===== src/rtl/clk_mon_pkg.sv =====
// Shared types and defaults for the clock phase monitor.
package clk_mon_pkg;

   localparam int unsigned CNT_W_DEF       = 16;
   localparam int unsigned SYNC_STAGES_DEF = 2;

   typedef enum logic [1:0] {
      IDLE,
      MEASURE,
      DONE
   } state_e;

   typedef logic signed [CNT_W_DEF-1:0] res_s_t;

endpackage


===== src/rtl/clk_phase_monitor_if.sv =====
// Control/result bundle of the clock phase monitor; slave side is the monitor.
interface clk_phase_monitor_if
   import clk_mon_pkg::*;
#(
   parameter int unsigned CNT_W = CNT_W_DEF
);
   logic                    start;
   logic                    ref_clk;
   logic                    buf_clk;
   logic                    busy;
   logic                    done;
   logic                    timeout;
   logic        [CNT_W-1:0] ref_period;
   logic        [CNT_W-1:0] buf_period;
   logic signed [CNT_W-1:0] freq_diff;
   logic signed [CNT_W-1:0] phase_diff;

   modport master (
      output start, ref_clk, buf_clk,
      input  busy, done, timeout, ref_period, buf_period, freq_diff, phase_diff
   );

   modport slave (
      input  start, ref_clk, buf_clk,
      output busy, done, timeout, ref_period, buf_period, freq_diff, phase_diff
   );
endinterface


===== src/rtl/clk_edge_det.sv =====
// Synchronizer plus rising-edge detector for one monitored clock.
// CLK_MON_SYNC_EN selects a SYNC_STAGES-deep synchronizer; otherwise a single register stage.
module clk_edge_det
   import clk_mon_pkg::*;
#(
   parameter int unsigned SYNC_STAGES = SYNC_STAGES_DEF
) (
   input  logic mclk,
   input  logic rst_n,
   input  logic clk_in,
   output logic edge_c
);

   if (SYNC_STAGES < 2 || SYNC_STAGES > 3) begin : g_bad_stages
      $error("clk_edge_det: SYNC_STAGES must be 2 or 3");
   end

`ifdef CLK_MON_SYNC_EN
   localparam int unsigned NS = SYNC_STAGES;
`else
   localparam int unsigned NS = 1;
`endif

   logic [NS-1:0] sync_q, sync_d;
   logic          sync_prev_q, sync_prev_d;
   logic          sync_now;

   // Shift register: clk_in enters at bit 0, the synchronized level leaves at the top.
   always_comb begin
      sync_d      = NS'({sync_q, clk_in});
      sync_now    = sync_q[NS-1];
      sync_prev_d = sync_now;
      edge_c      = sync_now & ~sync_prev_q;
   end

   always_ff @(posedge mclk or negedge rst_n) begin
      if (!rst_n) begin
         sync_q      <= '0;
         sync_prev_q <= 1'b0;
      end else begin
         sync_q      <= sync_d;
         sync_prev_q <= sync_prev_d;
      end
   end

endmodule


===== src/rtl/clk_phase_monitor.sv =====
// Measures ref/buf clock periods and their phase offset in mclk cycles.
// Build macro CLK_MON_SYNC_EN enables the multi-stage input synchronizers.
module clk_phase_monitor
   import clk_mon_pkg::*;
#(
   parameter int unsigned CNT_W       = CNT_W_DEF,
   parameter int unsigned SYNC_STAGES = SYNC_STAGES_DEF
) (
   input logic                mclk,
   input logic                rst_n,
   clk_phase_monitor_if.slave bus
);

   localparam logic [CNT_W-1:0] TS_MAX = '1;

   state_e                  state_q, state_d;
   logic        [CNT_W-1:0] ts_q, ts_d;
   logic        [CNT_W-1:0] t1_q, t1_d, t2_q, t2_d, t4_q, t4_d, t5_q, t5_d;
   logic                    r1_q, r1_d, r2_q, r2_d, b1_q, b1_d, b2_q, b2_d;
   logic                    busy_q, busy_d, done_q, done_d, timeout_q, timeout_d;
   logic        [CNT_W-1:0] ref_period_q, ref_period_d, buf_period_q, buf_period_d;
   logic signed [CNT_W-1:0] freq_diff_q, freq_diff_d, phase_diff_q, phase_diff_d;
   logic                    ref_edge_c, buf_edge_c;

   clk_edge_det #(.SYNC_STAGES(SYNC_STAGES)) u_ref_det (
      .mclk   (mclk),
      .rst_n  (rst_n),
      .clk_in (bus.ref_clk),
      .edge_c (ref_edge_c)
   );

   clk_edge_det #(.SYNC_STAGES(SYNC_STAGES)) u_buf_det (
      .mclk   (mclk),
      .rst_n  (rst_n),
      .clk_in (bus.buf_clk),
      .edge_c (buf_edge_c)
   );

   always_comb begin
      state_d      = state_q;
      ts_d         = ts_q;
      t1_d         = t1_q;
      t2_d         = t2_q;
      t4_d         = t4_q;
      t5_d         = t5_q;
      r1_d         = r1_q;
      r2_d         = r2_q;
      b1_d         = b1_q;
      b2_d         = b2_q;
      busy_d       = busy_q;
      done_d       = 1'b0;
      timeout_d    = timeout_q;
      ref_period_d = ref_period_q;
      buf_period_d = buf_period_q;
      freq_diff_d  = freq_diff_q;
      phase_diff_d = phase_diff_q;

      case (state_q)
         IDLE: begin
            if (bus.start) begin
               ts_d    = '0;
               r1_d    = 1'b0;
               r2_d    = 1'b0;
               b1_d    = 1'b0;
               b2_d    = 1'b0;
               busy_d  = 1'b1;
               state_d = MEASURE;
            end
         end
         MEASURE: begin
            ts_d = ts_q + CNT_W'(1);
            if (ref_edge_c) begin
               if (!r1_q) begin
                  t1_d = ts_q;
                  r1_d = 1'b1;
               end else if (!r2_q) begin
                  t2_d = ts_q;
                  r2_d = 1'b1;
               end
            end
            if (buf_edge_c) begin
               if (!b1_q) begin
                  t4_d = ts_q;
                  b1_d = 1'b1;
               end else if (!b2_q) begin
                  t5_d = ts_q;
                  b2_d = 1'b1;
               end
            end
            // Results use this cycle's captures so done lands one cycle after the last one.
            if (r2_d && b2_d) begin
               state_d      = DONE;
               done_d       = 1'b1;
               timeout_d    = 1'b0;
               ref_period_d = t2_d - t1_d;
               buf_period_d = t5_d - t4_d;
               freq_diff_d  = $signed(buf_period_d - ref_period_d);
               phase_diff_d = $signed(t4_d - t1_d);
            end else if (ts_q == TS_MAX) begin
               state_d      = DONE;
               done_d       = 1'b1;
               timeout_d    = 1'b1;
               ref_period_d = '0;
               buf_period_d = '0;
               freq_diff_d  = '0;
               phase_diff_d = '0;
            end
         end
         DONE: begin
            busy_d  = 1'b0;
            state_d = IDLE;
         end
         default: state_d = IDLE;
      endcase
   end

   always_ff @(posedge mclk or negedge rst_n) begin
      if (!rst_n) begin
         state_q      <= IDLE;
         ts_q         <= '0;
         t1_q         <= '0;
         t2_q         <= '0;
         t4_q         <= '0;
         t5_q         <= '0;
         r1_q         <= 1'b0;
         r2_q         <= 1'b0;
         b1_q         <= 1'b0;
         b2_q         <= 1'b0;
         busy_q       <= 1'b0;
         done_q       <= 1'b0;
         timeout_q    <= 1'b0;
         ref_period_q <= '0;
         buf_period_q <= '0;
         freq_diff_q  <= '0;
         phase_diff_q <= '0;
      end else begin
         state_q      <= state_d;
         ts_q         <= ts_d;
         t1_q         <= t1_d;
         t2_q         <= t2_d;
         t4_q         <= t4_d;
         t5_q         <= t5_d;
         r1_q         <= r1_d;
         r2_q         <= r2_d;
         b1_q         <= b1_d;
         b2_q         <= b2_d;
         busy_q       <= busy_d;
         done_q       <= done_d;
         timeout_q    <= timeout_d;
         ref_period_q <= ref_period_d;
         buf_period_q <= buf_period_d;
         freq_diff_q  <= freq_diff_d;
         phase_diff_q <= phase_diff_d;
      end
   end

   assign bus.busy       = busy_q;
   assign bus.done       = done_q;
   assign bus.timeout    = timeout_q;
   assign bus.ref_period = ref_period_q;
   assign bus.buf_period = buf_period_q;
   assign bus.freq_diff  = freq_diff_q;
   assign bus.phase_diff = phase_diff_q;

endmodule


===== src/flat_wrapper.sv =====
// flat-port wrapper written by rule: the top's interface ports become plain ports
module clk_phase_monitor_flat import clk_mon_pkg::*;
#(
   parameter int unsigned CNT_W       = CNT_W_DEF,
   parameter int unsigned SYNC_STAGES = SYNC_STAGES_DEF
)
  (mclk, rst_n, bus_start, bus_ref_clk, bus_buf_clk, bus_busy, bus_done, bus_timeout, bus_ref_period, bus_buf_period, bus_freq_diff, bus_phase_diff);
  clk_phase_monitor_if #(.CNT_W(CNT_W)) bus_i ();
  input logic mclk;
  input logic rst_n;
  input wire logic [$bits(bus_i.start)-1:0] bus_start;
  input wire logic [$bits(bus_i.ref_clk)-1:0] bus_ref_clk;
  input wire logic [$bits(bus_i.buf_clk)-1:0] bus_buf_clk;
  output wire logic [$bits(bus_i.busy)-1:0] bus_busy;
  output wire logic [$bits(bus_i.done)-1:0] bus_done;
  output wire logic [$bits(bus_i.timeout)-1:0] bus_timeout;
  output wire logic [$bits(bus_i.ref_period)-1:0] bus_ref_period;
  output wire logic [$bits(bus_i.buf_period)-1:0] bus_buf_period;
  output wire logic [$bits(bus_i.freq_diff)-1:0] bus_freq_diff;
  output wire logic [$bits(bus_i.phase_diff)-1:0] bus_phase_diff;
  assign bus_i.start = bus_start;
  assign bus_i.ref_clk = bus_ref_clk;
  assign bus_i.buf_clk = bus_buf_clk;
  assign bus_busy = bus_i.busy;
  assign bus_done = bus_i.done;
  assign bus_timeout = bus_i.timeout;
  assign bus_ref_period = bus_i.ref_period;
  assign bus_buf_period = bus_i.buf_period;
  assign bus_freq_diff = bus_i.freq_diff;
  assign bus_phase_diff = bus_i.phase_diff;
  clk_phase_monitor #(.CNT_W(CNT_W), .SYNC_STAGES(SYNC_STAGES)) u_core (.mclk(mclk), .rst_n(rst_n), .bus(bus_i));
endmodule

===== config.mk =====
export PLATFORM = sky130hd
export DESIGN_NAME = clk_phase_monitor_flat
export DESIGN_NICKNAME = d
export VERILOG_FILES = /design/src/rtl/clk_mon_pkg.sv /design/src/rtl/clk_phase_monitor_if.sv /design/src/rtl/clk_edge_det.sv /design/src/rtl/clk_phase_monitor.sv /design/src/flat_wrapper.sv
export SDC_FILE = /design/constraint.sdc
export NUM_CORES = 1
export LEC_CHECK = 0
export ABC_AREA = 1
export CORE_MARGIN = 4
export CORE_UTILIZATION = 40
export DETAILED_ROUTE_END_ITERATION = 8
export HOLD_SLACK_MARGIN = 0.02
export SYNTH_ARGS = -nofsm -noshare
export SYNTH_HDL_FRONTEND = slang
export SYNTH_HIERARCHICAL = 1
export SYNTH_SLANG_ARGS = --single-unit

===== constraint.sdc =====
create_clock -name mclk -period 4.1 [get_ports mclk]
set_input_delay 0.615 -clock mclk [delete_from_list [all_inputs] [get_ports mclk]]
set_output_delay 0.615 -clock mclk [all_outputs]
set_load 0.005 [all_outputs]

==> results of run 1 <==
==> worst register-to-register path, delay by kind of cell, from the launching register on <==
| family | cells | cell delay [ns] |
|---|---|---|
| xor gates and xnor gates | 1 | 0.29 |
| DFF | 1 | 0.34 |
| buffers and inverters | 3 | 0.27 |
| and+or+nand+nor | 9 | 0.97 |
| AOI/OAI and AO/OA | 6 | 1.25 |
| adders and majority gates | 2 | 0.69 |
==> cell families (layout without fill, tap and decap cells) <==
kind of cell | after synthesis | after routing | synth area share
compound gates | 266 | 266 | 0.150
xor+xnor | 26 | 26 | 0.0236
fa+ha+maj | 65 | 65 | 0.0875
buf+inv | 179 | 287 | 0.0728
flops | 157 | 157 | 0.407
simple gates | 612 | 612 | 0.259
==> layout by cell type, fill, tap and decap left out, types with 3 or more instances in the layout <==
| cell type | netlist | routed |
|---|---|---|
| sky130_fd_sc_hd__nor2_1 | 60 | 58 |
| sky130_fd_sc_hd__a21oi_1 | 80 | 74 |
| sky130_fd_sc_hd__clkdlybuf4s50_1 | 0 | 70 |
| sky130_fd_sc_hd__nor2_2 | 5 | 6 |
| sky130_fd_sc_hd__a21oi_2 | 1 | 7 |
| sky130_fd_sc_hd__o31ai_1 | 3 | 3 |
| sky130_fd_sc_hd__o21ai_0 | 146 | 129 |
| sky130_fd_sc_hd__inv_6 | 0 | 3 |
| sky130_fd_sc_hd__dfrtp_1 | 157 | 157 |
| sky130_fd_sc_hd__nand2_2 | 2 | 5 |
| sky130_fd_sc_hd__buf_12 | 0 | 4 |
| sky130_fd_sc_hd__nor3_1 | 10 | 8 |
| sky130_fd_sc_hd__inv_1 | 136 | 135 |
| sky130_fd_sc_hd__o21bai_1 | 5 | 5 |
| sky130_fd_sc_hd__xnor2_1 | 12 | 9 |
| sky130_fd_sc_hd__nand3_1 | 59 | 55 |
| sky130_fd_sc_hd__a22o_1 | 9 | 9 |
| sky130_fd_sc_hd__o21ai_1 | 1 | 17 |
| sky130_fd_sc_hd__nand3b_1 | 6 | 6 |
| sky130_fd_sc_hd__or2_2 | 3 | 3 |
| sky130_fd_sc_hd__a31oi_1 | 3 | 3 |
| sky130_fd_sc_hd__xor2_1 | 14 | 13 |
| sky130_fd_sc_hd__nor3_2 | 2 | 4 |
| sky130_fd_sc_hd__o21ai_2 | 2 | 3 |
| sky130_fd_sc_hd__xnor2_2 | 0 | 3 |
| sky130_fd_sc_hd__buf_4 | 0 | 40 |
| sky130_fd_sc_hd__o22ai_1 | 5 | 5 |
| sky130_fd_sc_hd__ha_1 | 61 | 58 |
| sky130_fd_sc_hd__nand4_1 | 12 | 12 |
| sky130_fd_sc_hd__nand2_1 | 448 | 445 |
| sky130_fd_sc_hd__inv_2 | 4 | 5 |
| sky130_fd_sc_hd__clkinvlp_4 | 0 | 5 |
| sky130_fd_sc_hd__clkbuf_16 | 0 | 17 |
==> metal layers <==
layer | wire (um) | vias up | part of all wire
li1 | - | 4458 | -
met1 | 13000 | 4168 | 0.48
met2 | 12200 | 217 | 0.45
met3 | 1390 | 42 | 0.051
met4 | 481 | 0 | 0.018
met5 | 0 | - | 0
==> registers in the layout, summed over array words and instances (netlist names) <==
name	count
u_core/bus.buf_period	16
u_core/bus.freq_diff	16
u_core/bus.phase_diff	16
u_core/bus.ref_period	16
u_core/t1_q	16
u_core/t2_q	16
u_core/t4_q	16
u_core/t5_q	16
u_core/ts_q	16
u_core/state_q	2
u_core/b1_q	1
u_core/b2_q	1
u_core/bus.busy	1
u_core/bus.done	1
u_core/bus.timeout	1
u_core/r1_q	1
u_core/r2_q	1
u_core/u_buf_det/sync_now	1
u_core/u_buf_det/sync_prev_q	1
u_core/u_ref_det/sync_now	1
u_core/u_ref_det/sync_prev_q	1
==> final timing paths <==
check,end,slack (ns),depth (start not counted)
worst min register to register,u_core/u_buf_det/sync_prev_q,0.38,0
worst max-delay path,u_core/bus.freq_diff[15],0.20,21
max in group asynchronous,u_core/t5_q[5],2.80,2
worst max register to register,u_core/bus.freq_diff[15],0.20,21
min in group mclk,u_core/u_buf_det/sync_prev_q,0.38,0
worst min-delay path,u_core/bus.ref_period[0],0.25,1
==> per-stage QoR <==
step                      instances  setup WS, ns  TNS (ns)  hold WS (ns)  instance area [um2]
after floorplan                1305         0.406         0         0.319                 9640
after global placement         1696       -0.0154   -0.0154         0.361                10900
after detailed placement       1696        0.0154         0         0.368                10900
after CTS                      1728        0.0664         0         0.287                11500
after global routing           1732       -0.0637   -0.0743         0.325                11700
final                          1732         0.197         0         0.253                11700
==> area by class of cell <==
| type | instances | area, um2 |
|---|---|---|
| clock inverter | 12 | 138 |
| tap | 319 | 399 |
| fill | 2319 | 11900 |
| sequential | 157 | 3930 |
| clock buffer | 20 | 447 |
| multi-input combinational | 969 | 5160 |
| timing repair buffer | 115 | 1090 |
| inverter | 140 | 526 |
==> repair_timing <==
action / 4_1_cts / 5_1_grt
setup endpoints to repair: 1 / 8
setup buffers: 0 / 4
pin swaps: 0 / 13
gates resized for setup: 1 / 48
hold buffers: 0 / 0
==> Implementation_results.wiki, run 1 <==
{| class="wikitable"
! Metric !! Value
|-
| Outcome || completed
|-
| Sum of buffers and inverters on the critical path || 3
|-
| Final Slew Violations || 0
|-
| Sequential area share after synthesis || 0.407
|-
| Period minus WS final || 3.90 ns
|-
| Max-cap viol count || 0
|-
| Data required time of the worst path || approximately 4.4 ns
|-
| Final design utilization || 0.495
|-
| Height of the die || 163 um
|-
| Slowest cell on the critical path || sky130_fd_sc_hd__ha_1
|-
| Commonest cells post-synth || sky130_fd_sc_hd__nand2_1, sky130_fd_sc_hd__dfrtp_1, sky130_fd_sc_hd__o21ai_0
|-
| Most common cell in the netlist || sky130_fd_sc_hd__nand2_1
|-
| Most frequently used flop master after synthesis || sky130_fd_sc_hd__dfrtp_1
|-
| Floorplan core area || 0.0236 mm2
|-
| Number of antenna violations at the first check in global routing || 0
|-
| Number of port buffers || slightly above 70
|-
| Vias in the first global route || 8537
|-
| Overall die width || 163 um
|-
| Number of warnings issued by yosys || 6
|-
| Crit path arrival time || 4.23 ns
|-
| Yosys top cell by area || sky130_fd_sc_hd__dfrtp_1
|-
| Largest clock skew in the final design || 0.0128 ns
|-
| Via total after detailed routing || a little under 9000
|-
| Hold WC Path Type || in2async
|-
| Cell family with most CP delay || compound AO/OA/AOI/OAI gates
|-
| Cells along the critical path || inv_1 -> nor2_4 -> nand2_2 -> buf_12 -> o21ai_0 -> ha_1 -> nand2_1 -> inv_1 -> a21oi_1 -> nand3_1 -> nand3_1 -> nand2_1 -> a31oi_1 -> xor2_2 -> ha_1 -> a21oi_1 -> o21bai_1 -> a21oi_1 -> nand3_1 -> nand3_1 -> nand2_1
|-
| Count of nets after finishing || 1470
|-
| Area share of the largest cell type after synthesis || 0.407
|-
| Post-synth net total || 1375
|-
| Deepest clock path buffer count || 2
|-
| Final ANT Viol Nets || 0
|-
| Met1 Usage GRT || 0.296
|-
| Clock-pin slew reported for the worst setup and hold paths after clock tree synthesis || 0.07 ns
|-
| Max Freq || 256 MHz
|-
| Global-route met3 utilization || 0.0338
|-
| Synth Register Bits || 157
|-
| First-pass GRT wire length || about 44 mm
|-
| P&R area growth vs syn || 21.3%
|-
| Sum of overflow across all layers after global routing || 0
|-
| Type of element launching the critical path || register
|-
| Cell types occupying the most area after synthesis || sky130_fd_sc_hd__dfrtp_1, sky130_fd_sc_hd__nand2_1, sky130_fd_sc_hd__ha_1, sky130_fd_sc_hd__o21ai_0, sky130_fd_sc_hd__inv_1
|-
| Num rows || 56
|-
| Critical path startpoint || u_core/u_buf_det/sync_now
|-
| Clk sinks || 157
|-
| Effective utilization at floorplan || 0.408
|-
| Crit-path most repeated cell || sky130_fd_sc_hd__nand3_1
|-
| Unrepaired setup endpoints after global routing || true
|-
| Share of async-settable or async-resettable flops after synthesis || 1.00
|-
| Worst slew slack as a fraction of its limit || 0.294
|-
| Clk root buf || sky130_fd_sc_hd__clkbuf_16
|-
| Stage delay of the slowest cell on the critical path || 0.36 ns
|-
| Remaining design rule violation count || 0
|-
| Average via count per standard cell || 5.13
|-
| Number of DRC violations after detailed-routing iteration 0 || 650
|-
| Final number of hold-violating endpoints || 0
|-
| Sum of net half-perimeters after detailed placement || 20.2 mm
|-
| Finish-stage setup viols || 0
|-
| Number of synthesized flops with an enable pin || 0
|-
| Largest driver fanout on the critical path || 32
|-
| Total inserted antenna cells || 0
|-
| Average instance area after synthesis || 7.39 um2
|-
| Tightest Pin Transition || 1.06 ns
|-
| Clock tree from TritonCTS || yes
|-
| Routability-driven placement congestion ratio || 0.886
|-
| Reg2reg start || u_core/u_buf_det/sync_now
|-
| Number of placed I/O pins || 72
|-
| Number of buffers created by CTS || 17
|-
| Period Utilization, post-route || 0.952
|-
| Startpoint-to-endpoint class of the critical path || reg2reg
|-
| Distinct cell type count after synthesis || 44
|-
| Number of levels the H-tree was split into || 4
|-
| Overall track demand over capacity in global routing || 0.208
|-
| Area of the die || ~0.027 mm2
|-
| Post-synthesis cell area || slightly below 0.01 mm2
|-
| Global Route met2 Usage || 0.329
|-
| Routed wirelength normalized by instance count || 15.6 um
|-
| Fraction of final layout cells with drive strength greater than 1 || 0.0885
|-
| Number of detailed-routing iterations run before antenna repair || 8
|-
| Endpoint class of the critical path || register
|-
| Highest-utilization routing layer at the global route stage || met2
|-
| Cell count after synthesis || 1305
|-
| Pin count of the biggest net entering global routing || 90
|-
| Total wire length after detailed routing || 27.0 mm
|-
| Later-pin clock latency in the skew report || 0.43 ns
|}
Power of run 1 is left out: the tool's default activity adds up to more than one toggle a clock period on the data nets, which glitch-free logic cannot reach.
==> inputs of run 2 (changes only) <==
--- a/config.mk
+++ b/config.mk
@@ -6,10 +6,11 @@
 export NUM_CORES = 1
 export LEC_CHECK = 0
 export ABC_AREA = 1
-export CORE_MARGIN = 4
+export CORE_MARGIN = 3
 export CORE_UTILIZATION = 40
 export DETAILED_ROUTE_END_ITERATION = 8
 export HOLD_SLACK_MARGIN = 0.02
+export PLACE_DENSITY = 0.69
 export SYNTH_ARGS = -nofsm -noshare
 export SYNTH_HDL_FRONTEND = slang
 export SYNTH_HIERARCHICAL = 1
==> Implementation_results.wiki, run 2 (synthesis results as in run 1) <==
{| class="wikitable"
! Metric !! Value
|-
| Overall die width || 161 um (-1.2%)
|-
| Routability-driven placement congestion ratio || 0.933 (+5.3%)
|-
| Hold WC Path Type || in2async
|-
| Clock tree from TritonCTS || yes
|-
| Fraction of final layout cells with drive strength greater than 1 || 0.0803 (-0.00815)
|-
| Startpoint-to-endpoint class of the critical path || reg2reg
|-
| Global-route met3 utilization || 0.0339 (+0.0000421)
|-
| Number of port buffers || 71 (unchanged)
|-
| Pin count of the biggest net entering global routing || 101 (+12%)
|-
| Max-cap viol count || 0 (unchanged)
|-
| Unrepaired setup endpoints after global routing || true
|-
| Number of DRC violations after detailed-routing iteration 0 || 753 (+16%)
|-
| Final non-filler cell total || 1726 (-0.35%)
|-
| Global Route met2 Usage || 0.318 (-0.0108)
|-
| Height of the die || 161 um (-1.2%)
|-
| Average via count per standard cell || 5.18 (+1.1%)
|-
| Num rows || 56 (unchanged)
|-
| Clock-pin slew reported for the worst setup and hold paths after clock tree synthesis || 0.07 ns (about the same)
|-
| Area of the die || 0.0260 mm2 (-2.4%)
|-
| Number of buffers created by CTS || 17 (unchanged)
|-
| Effective utilization at floorplan || 0.408 (unchanged)
|-
| Fill cell instance count of the final layout || 2320 (+0.043%)
|-
| Floorplan core area || 0.0236 mm2 (unchanged)
|-
| Stage delay of the slowest cell on the critical path || 0.37 ns (about the same)
|-
| Period Utilization, post-route || 0.926 (-0.0260)
|-
| Number of antenna violations at the first check in global routing || 0 (unchanged)
|-
| Commonest non-fill, non-tap cells in the layout || sky130_fd_sc_hd__nand2_1, sky130_fd_sc_hd__dfrtp_1, sky130_fd_sc_hd__inv_1
|-
| Remaining design rule violation count || 0 (unchanged)
|-
| Type of element launching the critical path || register
|-
| Crit path arrival time || 4.13 ns (-0.10 ns)
|-
| Met1 Usage GRT || 0.292 (-0.00471)
|-
| Final ANT Viol Nets || 0 (unchanged)
|-
| Finish-stage setup viols || 0 (unchanged)
|-
| First-pass GRT wire length || 43.0 mm (-2.7%)
|-
| Routed wirelength normalized by instance count || 14.9 um (-4.5%)
|-
| Clk sinks || 157 (unchanged)
|-
| Data required time of the worst path || 4.43 ns (about the same)
|-
| Sum of buffers and inverters on the critical path || 4 (+1)
|-
| Count of nets after finishing || 1464 (-0.41%)
|-
| Crit-path most repeated cell || sky130_fd_sc_hd__nand2_1
|-
| Overall track demand over capacity in global routing || 0.204 (-0.00397)
|-
| Tightest Pin Transition || 0.954 ns (-0.104 ns)
|-
| Total wire length after detailed routing || 25.7 mm (-4.8%)
|-
| Number of detailed-routing iterations run before antenna repair || 8 (unchanged)
|-
| Total inserted antenna cells || 0 (unchanged)
|-
| Endpoint class of the critical path || register
|-
| Final design utilization || 0.489 (-0.00594)
|-
| Footprint of the flip-flops and latches || 0.00393 mm2 (unchanged)
|-
| Clk root buf || sky130_fd_sc_hd__clkbuf_16
|-
| Placed insts || 1691 (-0.29%)
|-
| Highest-utilization routing layer at the global route stage || met2
|-
| Max Freq || 263 MHz (+2.8%)
|-
| P&R area growth vs syn || 19.8%
|-
| Most common cell after layout, fill and taps aside || sky130_fd_sc_hd__nand2_1
|-
| Multi-input gate area || 0.00510 mm2 (-1.2%)
|-
| Deepest clock path buffer count || 2 (unchanged)
|-
| Number of hold-repair buffers added at the cts stage || 0 (unchanged)
|-
| Worst Hold Margin || 0.300 ns (+0.0469 ns)
|-
| Cell family with most CP delay || simple AND/OR/NAND/NOR gates
|-
| Post-route cell area || 0.0116 mm2 (-1.2%)
|-
| Number of levels the H-tree was split into || 4 (unchanged)
|-
| Sum of overflow across all layers after global routing || 0 (unchanged)
|-
| Outcome || completed
|-
| Worst slew slack as a fraction of its limit || 0.364 (+0.0696)
|-
| Final Slew Violations || 0 (unchanged)
|-
| Sum of net half-perimeters after detailed placement || 19.4 mm (-4.2%)
|-
| Slowest cell on the critical path || sky130_fd_sc_hd__dfrtp_1
|-
| Period minus WS final || 3.80 ns (-0.107 ns)
|-
| Final number of hold-violating endpoints || 0 (unchanged)
|-
| Later-pin clock latency in the skew report || 0.44 ns (about the same)
|-
| Vias in the first global route || 8630 (+1.1%)
|-
| Largest clock skew in the final design || 0.0119 ns (-0.000880 ns)
|-
| Via total after detailed routing || 8948 (+0.71%)
|-
| Number of placed I/O pins || 72 (unchanged)
|-
| Largest driver fanout on the critical path || 32 (unchanged)
|-
| Post-detailed-placement cell area || 0.0109 mm2 (-0.34%)
|}
==> run 2: cell types whose count changed in the layout (fill, tap and decap cells not counted), sizes merged <==
cell,change
bufinv,-2
buf,-6
clkbuf,-3
clkinv,+3
clkinvlp,-4
inv,+6
==> run 2: final cells by class <==
cell class / instances / share of cell area
Multi-Input combinational cell: 969 / 0.441
Clock inverter: 15 / 0.0110
Sequential cell: 157 / 0.340
Clock buffer: 17 / 0.0368
Tap cell: 319 / 0.0345
Inverter: 140 / 0.0455
Timing Repair Buffer: 109 / 0.0906
==> run 2: repair_timing <==
item                                    CTS  global route
pin swaps                                 0             3
resized for setup                         1            39
setup buffers                             0             3
endpoints found under the setup margin    2             8
==> run 2: metal layers <==
layer / up-vias / wire length, um / share of wire
li1: 4445 / - / -
met3: 32 / 1430 / 0.055
met2: 241 / 11300 / 0.44
met4: 0 / 461 / 0.018
met5: - / 0 / 0
met1: 4230 / 12500 / 0.49
==> run 2: final timing paths <==
path | start | endpoint | slack [ns] | cells after the start
max in group asynchronous | rst_n | u_core/bus.ref_period[8] | 2.84 | 2
min in group mclk | u_core/u_buf_det/sync_now | u_core/u_buf_det/sync_prev_q | 0.37 | 0
min | rst_n | u_core/ts_q[13] | 0.30 | 1
max reg2reg | u_core/u_buf_det/sync_prev_q | u_core/bus.freq_diff[15] | 0.30 | 27
max | u_core/u_buf_det/sync_prev_q | u_core/bus.freq_diff[15] | 0.30 | 27
min reg2reg | u_core/u_buf_det/sync_now | u_core/u_buf_det/sync_prev_q | 0.37 | 0
==> run 2: per-stage QoR <==
| step | TNS (ns) | worst slack [ns] |
|---|---|---|
| floorplan | 0 | 0.406 |
| global placement | 0 | 0.0561 |
| detailed placement | -0.0112 | -0.0112 |
| CTS | 0 | 0.0215 |
| global route | -0.149 | -0.0701 |
| finish | 0 | 0.304 |
==> run 2: worst reg2reg max path, cell delays in order, from the launching register on <==
cell	delay (ns)
sky130_fd_sc_hd__dfrtp_1	0.37
sky130_fd_sc_hd__nor2_2	0.14
sky130_fd_sc_hd__nand2_1	0.10
sky130_fd_sc_hd__buf_12	0.17
sky130_fd_sc_hd__nand2_1	0.06
sky130_fd_sc_hd__o21ai_0	0.07
sky130_fd_sc_hd__buf_4	0.15
sky130_fd_sc_hd__ha_1	0.33
sky130_fd_sc_hd__nand2_1	0.14
sky130_fd_sc_hd__inv_1	0.05
sky130_fd_sc_hd__nand2_1	0.06
sky130_fd_sc_hd__nand2_1	0.04
sky130_fd_sc_hd__nand2_1	0.10
sky130_fd_sc_hd__nand3_2	0.10
sky130_fd_sc_hd__nand3_1	0.08
sky130_fd_sc_hd__nand2_1	0.08
sky130_fd_sc_hd__a21oi_1	0.14
sky130_fd_sc_hd__o21bai_1	0.09
sky130_fd_sc_hd__or2_2	0.29
sky130_fd_sc_hd__and2_1	0.16
sky130_fd_sc_hd__ha_1	0.30
sky130_fd_sc_hd__inv_1	0.07
sky130_fd_sc_hd__nor3_2	0.18
sky130_fd_sc_hd__nand4_1	0.15
sky130_fd_sc_hd__nand2_1	0.09
sky130_fd_sc_hd__nand2_1	0.05
sky130_fd_sc_hd__nand3_1	0.06
sky130_fd_sc_hd__nand2_1	0.05
Power of run 2 is left out for the same reason.
==> inputs of run 3 (changes only) <==
--- a/config.mk
+++ b/config.mk
@@ -6,11 +6,13 @@
 export NUM_CORES = 1
 export LEC_CHECK = 0
 export ABC_AREA = 1
-export CORE_MARGIN = 3
+export CORE_MARGIN = 5
 export CORE_UTILIZATION = 40
 export DETAILED_ROUTE_END_ITERATION = 8
+export DONT_BUFFER_PORTS = 1
 export HOLD_SLACK_MARGIN = 0.02
-export PLACE_DENSITY = 0.69
+export MAX_ROUTING_LAYER = met4
+export PLACE_DENSITY = 0.65
 export SYNTH_ARGS = -nofsm -noshare
 export SYNTH_HDL_FRONTEND = slang
 export SYNTH_HIERARCHICAL = 1
==> Implementation_results.wiki, run 3 (synthesis results as in run 1) <==
{| class="wikitable"
! Metric !! Value
|-
| Outcome || finished with violations
|-
| Violated checks || hold timing
|-
| Number of antenna violations at the first check in global routing || 0 (unchanged)
|-
| Later-pin clock latency in the skew report || 0.43 ns (about the same)
|-
| Type of element launching the critical path || register
|-
| Max Freq || 263 MHz (-0.34%)
|-
| Finish-stage setup viols || 0 (unchanged)
|-
| Data required time of the worst path || 4.42 ns (about the same)
|-
| Deepest clock path buffer count || 2 (unchanged)
|-
| Clk root buf || sky130_fd_sc_hd__clkbuf_16
|-
| Num rows || 56 (unchanged)
|-
| Clk sinks || 157 (unchanged)
|-
| Crit path arrival time || 4.13 ns (about the same)
|-
| Tightest Pin Transition || 1.02 ns (+0.0692 ns)
|-
| Clock-pin slew reported for the worst setup and hold paths after clock tree synthesis || 0.07 ns (about the same)
|-
| Endpoint class of the critical path || register
|-
| Final Slew Violations || 0 (unchanged)
|-
| Pin count of the biggest net entering global routing || 158 (+56%)
|-
| Number of levels the H-tree was split into || 4 (unchanged)
|-
| Remaining design rule violation count || 0 (unchanged)
|-
| Worst Hold Margin || -0.119 ns (-0.419 ns)
|-
| Period minus WS final || 3.81 ns (+0.0129 ns)
|-
| Height of the die || 165 um (+2.5%)
|-
| Clock tree from TritonCTS || yes
|-
| Post-placement worst setup slack || -0.0140 ns (-0.00281 ns)
|-
| Worst slew slack as a fraction of its limit || 0.317 (-0.0469)
|-
| Number of placed I/O pins || 72 (unchanged)
|-
| Number of buffers created by CTS || 17 (unchanged)
|-
| Routability-driven placement congestion ratio || 0.936 (+0.25%)
|-
| Max-cap viol count || 0 (unchanged)
|-
| Commonest non-fill, non-tap cells in the layout || sky130_fd_sc_hd__nand2_1, sky130_fd_sc_hd__dfrtp_1, sky130_fd_sc_hd__inv_1
|-
| Overall die width || 165 um (+2.5%)
|-
| Final number of hold-violating endpoints || 157 (+157)
|-
| P&R area growth vs syn || 12.7%
|-
| Startpoint-to-endpoint class of the critical path || reg2reg
|-
| Count of nets after finishing || 1396 (-4.6%)
|-
| Sum of net half-perimeters after detailed placement || 19.2 mm (-0.59%)
|-
| First-pass GRT wire length || 42.2 mm (-2.0%)
|-
| Fraction of final layout cells with drive strength greater than 1 || 0.0851 (+0.00483)
|-
| Largest clock skew in the final design || 0.0108 ns (-0.00104 ns)
|-
| Routed wirelength normalized by instance count || 15.9 um (+6.4%)
|-
| Setup WS post-layout || 0.291 ns (-0.0129 ns)
|-
| Largest driver fanout on the critical path || 32 (unchanged)
|-
| Vias in the first global route || 8228 (-4.7%)
|-
| Area of the die || 0.0273 mm2 (+5.0%)
|-
| Overall track demand over capacity in global routing || 0.201 (-0.00266)
|-
| Final ANT Viol Nets || 0 (unchanged)
|-
| Hold WC Path Type || in2async
|-
| Via total after detailed routing || 8602 (-3.9%)
|-
| Floorplan core area || 0.0236 mm2 (unchanged)
|-
| Number of DRC violations after detailed-routing iteration 0 || 742 (-1.5%)
|-
| Most common cell after layout, fill and taps aside || sky130_fd_sc_hd__nand2_1
|-
| Period Utilization, post-route || 0.929 (+0.00314)
|-
| Total wire length after detailed routing || 26.3 mm (+2.2%)
|-
| Sum of overflow across all layers after global routing || 0 (unchanged)
|-
| Number of port buffers || 0 (-100%)
|-
| Number of detailed-routing iterations run before antenna repair || 6 (-2)
|-
| Average via count per standard cell || 5.19 (about the same)
|-
| Total inserted antenna cells || 0 (unchanged)
|-
| Unrepaired setup endpoints after global routing || true
|-
| Effective utilization at floorplan || 0.408 (unchanged)
|}
-- run 3: cell types whose count changed in the layout (fill, tap and decap cells not counted), sizes merged --
cell           delta
clkbuf            +3
clkinvlp          +2
clkdlybuf4s50    -70
inv               -6
buf               +2
bufinv            +1
-- run 3: timing repair --
item,in CTS,in global routing
gates resized for setup,0,46
pin swaps,1,1
buffers inserted,2,0
hold endpoints to repair,157,157
endpoints found under the setup margin,1,9
gates cloned,0,0
-- run 3: layer usage --
metal | vias up | GRT usage | share of wire
met3 | 25 | 0.0395 | 0.061
li1 | 4300 | - | -
met5 | - | - | 0
met2 | 229 | 0.316 | 0.46
met1 | 4048 | 0.272 | 0.47
met4 | 0 | 0.0423 | 0.012
-- run 3: stage by stage --
stage / hold slack [ns] / utilization / area [um2] / cells / setup TNS [ns]
6_report: -0.119 / 0.460 / 10900 / 1658 / 0
5_1_grt: -0.142 / 0.460 / 10900 / 1658 / -0.0500
4_1_cts: -0.132 / 0.456 / 10800 / 1658 / 0
3_5_place_dp: 0.329 / 0.431 / 10200 / 1624 / -0.0140
3_3_place_gp: 0.330 / 0.431 / 10200 / 1624 / 0
2_1_floorplan: 0.319 / - / 9640 / 1305 / 0
-- run 3: final cells by class --
| cell class | instances | area, um2 |
|---|---|---|
| well taps | 319 | 399 |
| repair buffers | 41 | 337 |
| fillers | 2350 | 12700 |
| clock buffers | 20 | 457 |
| multi-input cells | 969 | 5110 |
| inverters | 140 | 526 |
| flip-flops and latches | 157 | 3930 |
| clock inverters | 12 | 111 |
-- run 3: final timing paths --
| check | slack, ns | startpoint | cells past startpoint | end |
|---|---|---|---|---|
| setup / recovery | 0.29 | u_core/u_buf_det/sync_prev_q | 20 | u_core/bus.freq_diff[14] |
| hold / removal | -0.12 | rst_n | 0 | u_core/t2_q[14] |
| hold reg to reg | 0.37 | u_core/u_buf_det/sync_now | 0 | u_core/u_buf_det/sync_prev_q |
| min in group mclk | 0.21 | bus_buf_clk | 0 | u_core/u_buf_det/sync_now |
| max in group asynchronous | 3.98 | rst_n | 0 | u_core/bus.freq_diff[4] |
| setup reg to reg | 0.29 | u_core/u_buf_det/sync_prev_q | 20 | u_core/bus.freq_diff[14] |
-- run 3: worst max-delay path, cell delays in order, from the launching register on --
cell,delay (ns)
sky130_fd_sc_hd__dfrtp_1,0.39
sky130_fd_sc_hd__nor2_4,0.15
sky130_fd_sc_hd__nand2_1,0.10
sky130_fd_sc_hd__buf_12,0.17
sky130_fd_sc_hd__o21ai_0,0.28
sky130_fd_sc_hd__ha_1,0.35
sky130_fd_sc_hd__nand2_1,0.09
sky130_fd_sc_hd__nand2_1,0.08
sky130_fd_sc_hd__a21oi_1,0.22
sky130_fd_sc_hd__nand3_1,0.16
sky130_fd_sc_hd__nand3_1,0.10
sky130_fd_sc_hd__nand2_1,0.10
sky130_fd_sc_hd__xnor2_1,0.35
sky130_fd_sc_hd__inv_1,0.08
sky130_fd_sc_hd__ha_1,0.33
sky130_fd_sc_hd__a21oi_1,0.19
sky130_fd_sc_hd__o21ai_0,0.11
sky130_fd_sc_hd__a21oi_1,0.18
sky130_fd_sc_hd__nand3_1,0.10
sky130_fd_sc_hd__nand3_1,0.09
sky130_fd_sc_hd__nand2_1,0.05
Power of run 3 is left out for the same reason.
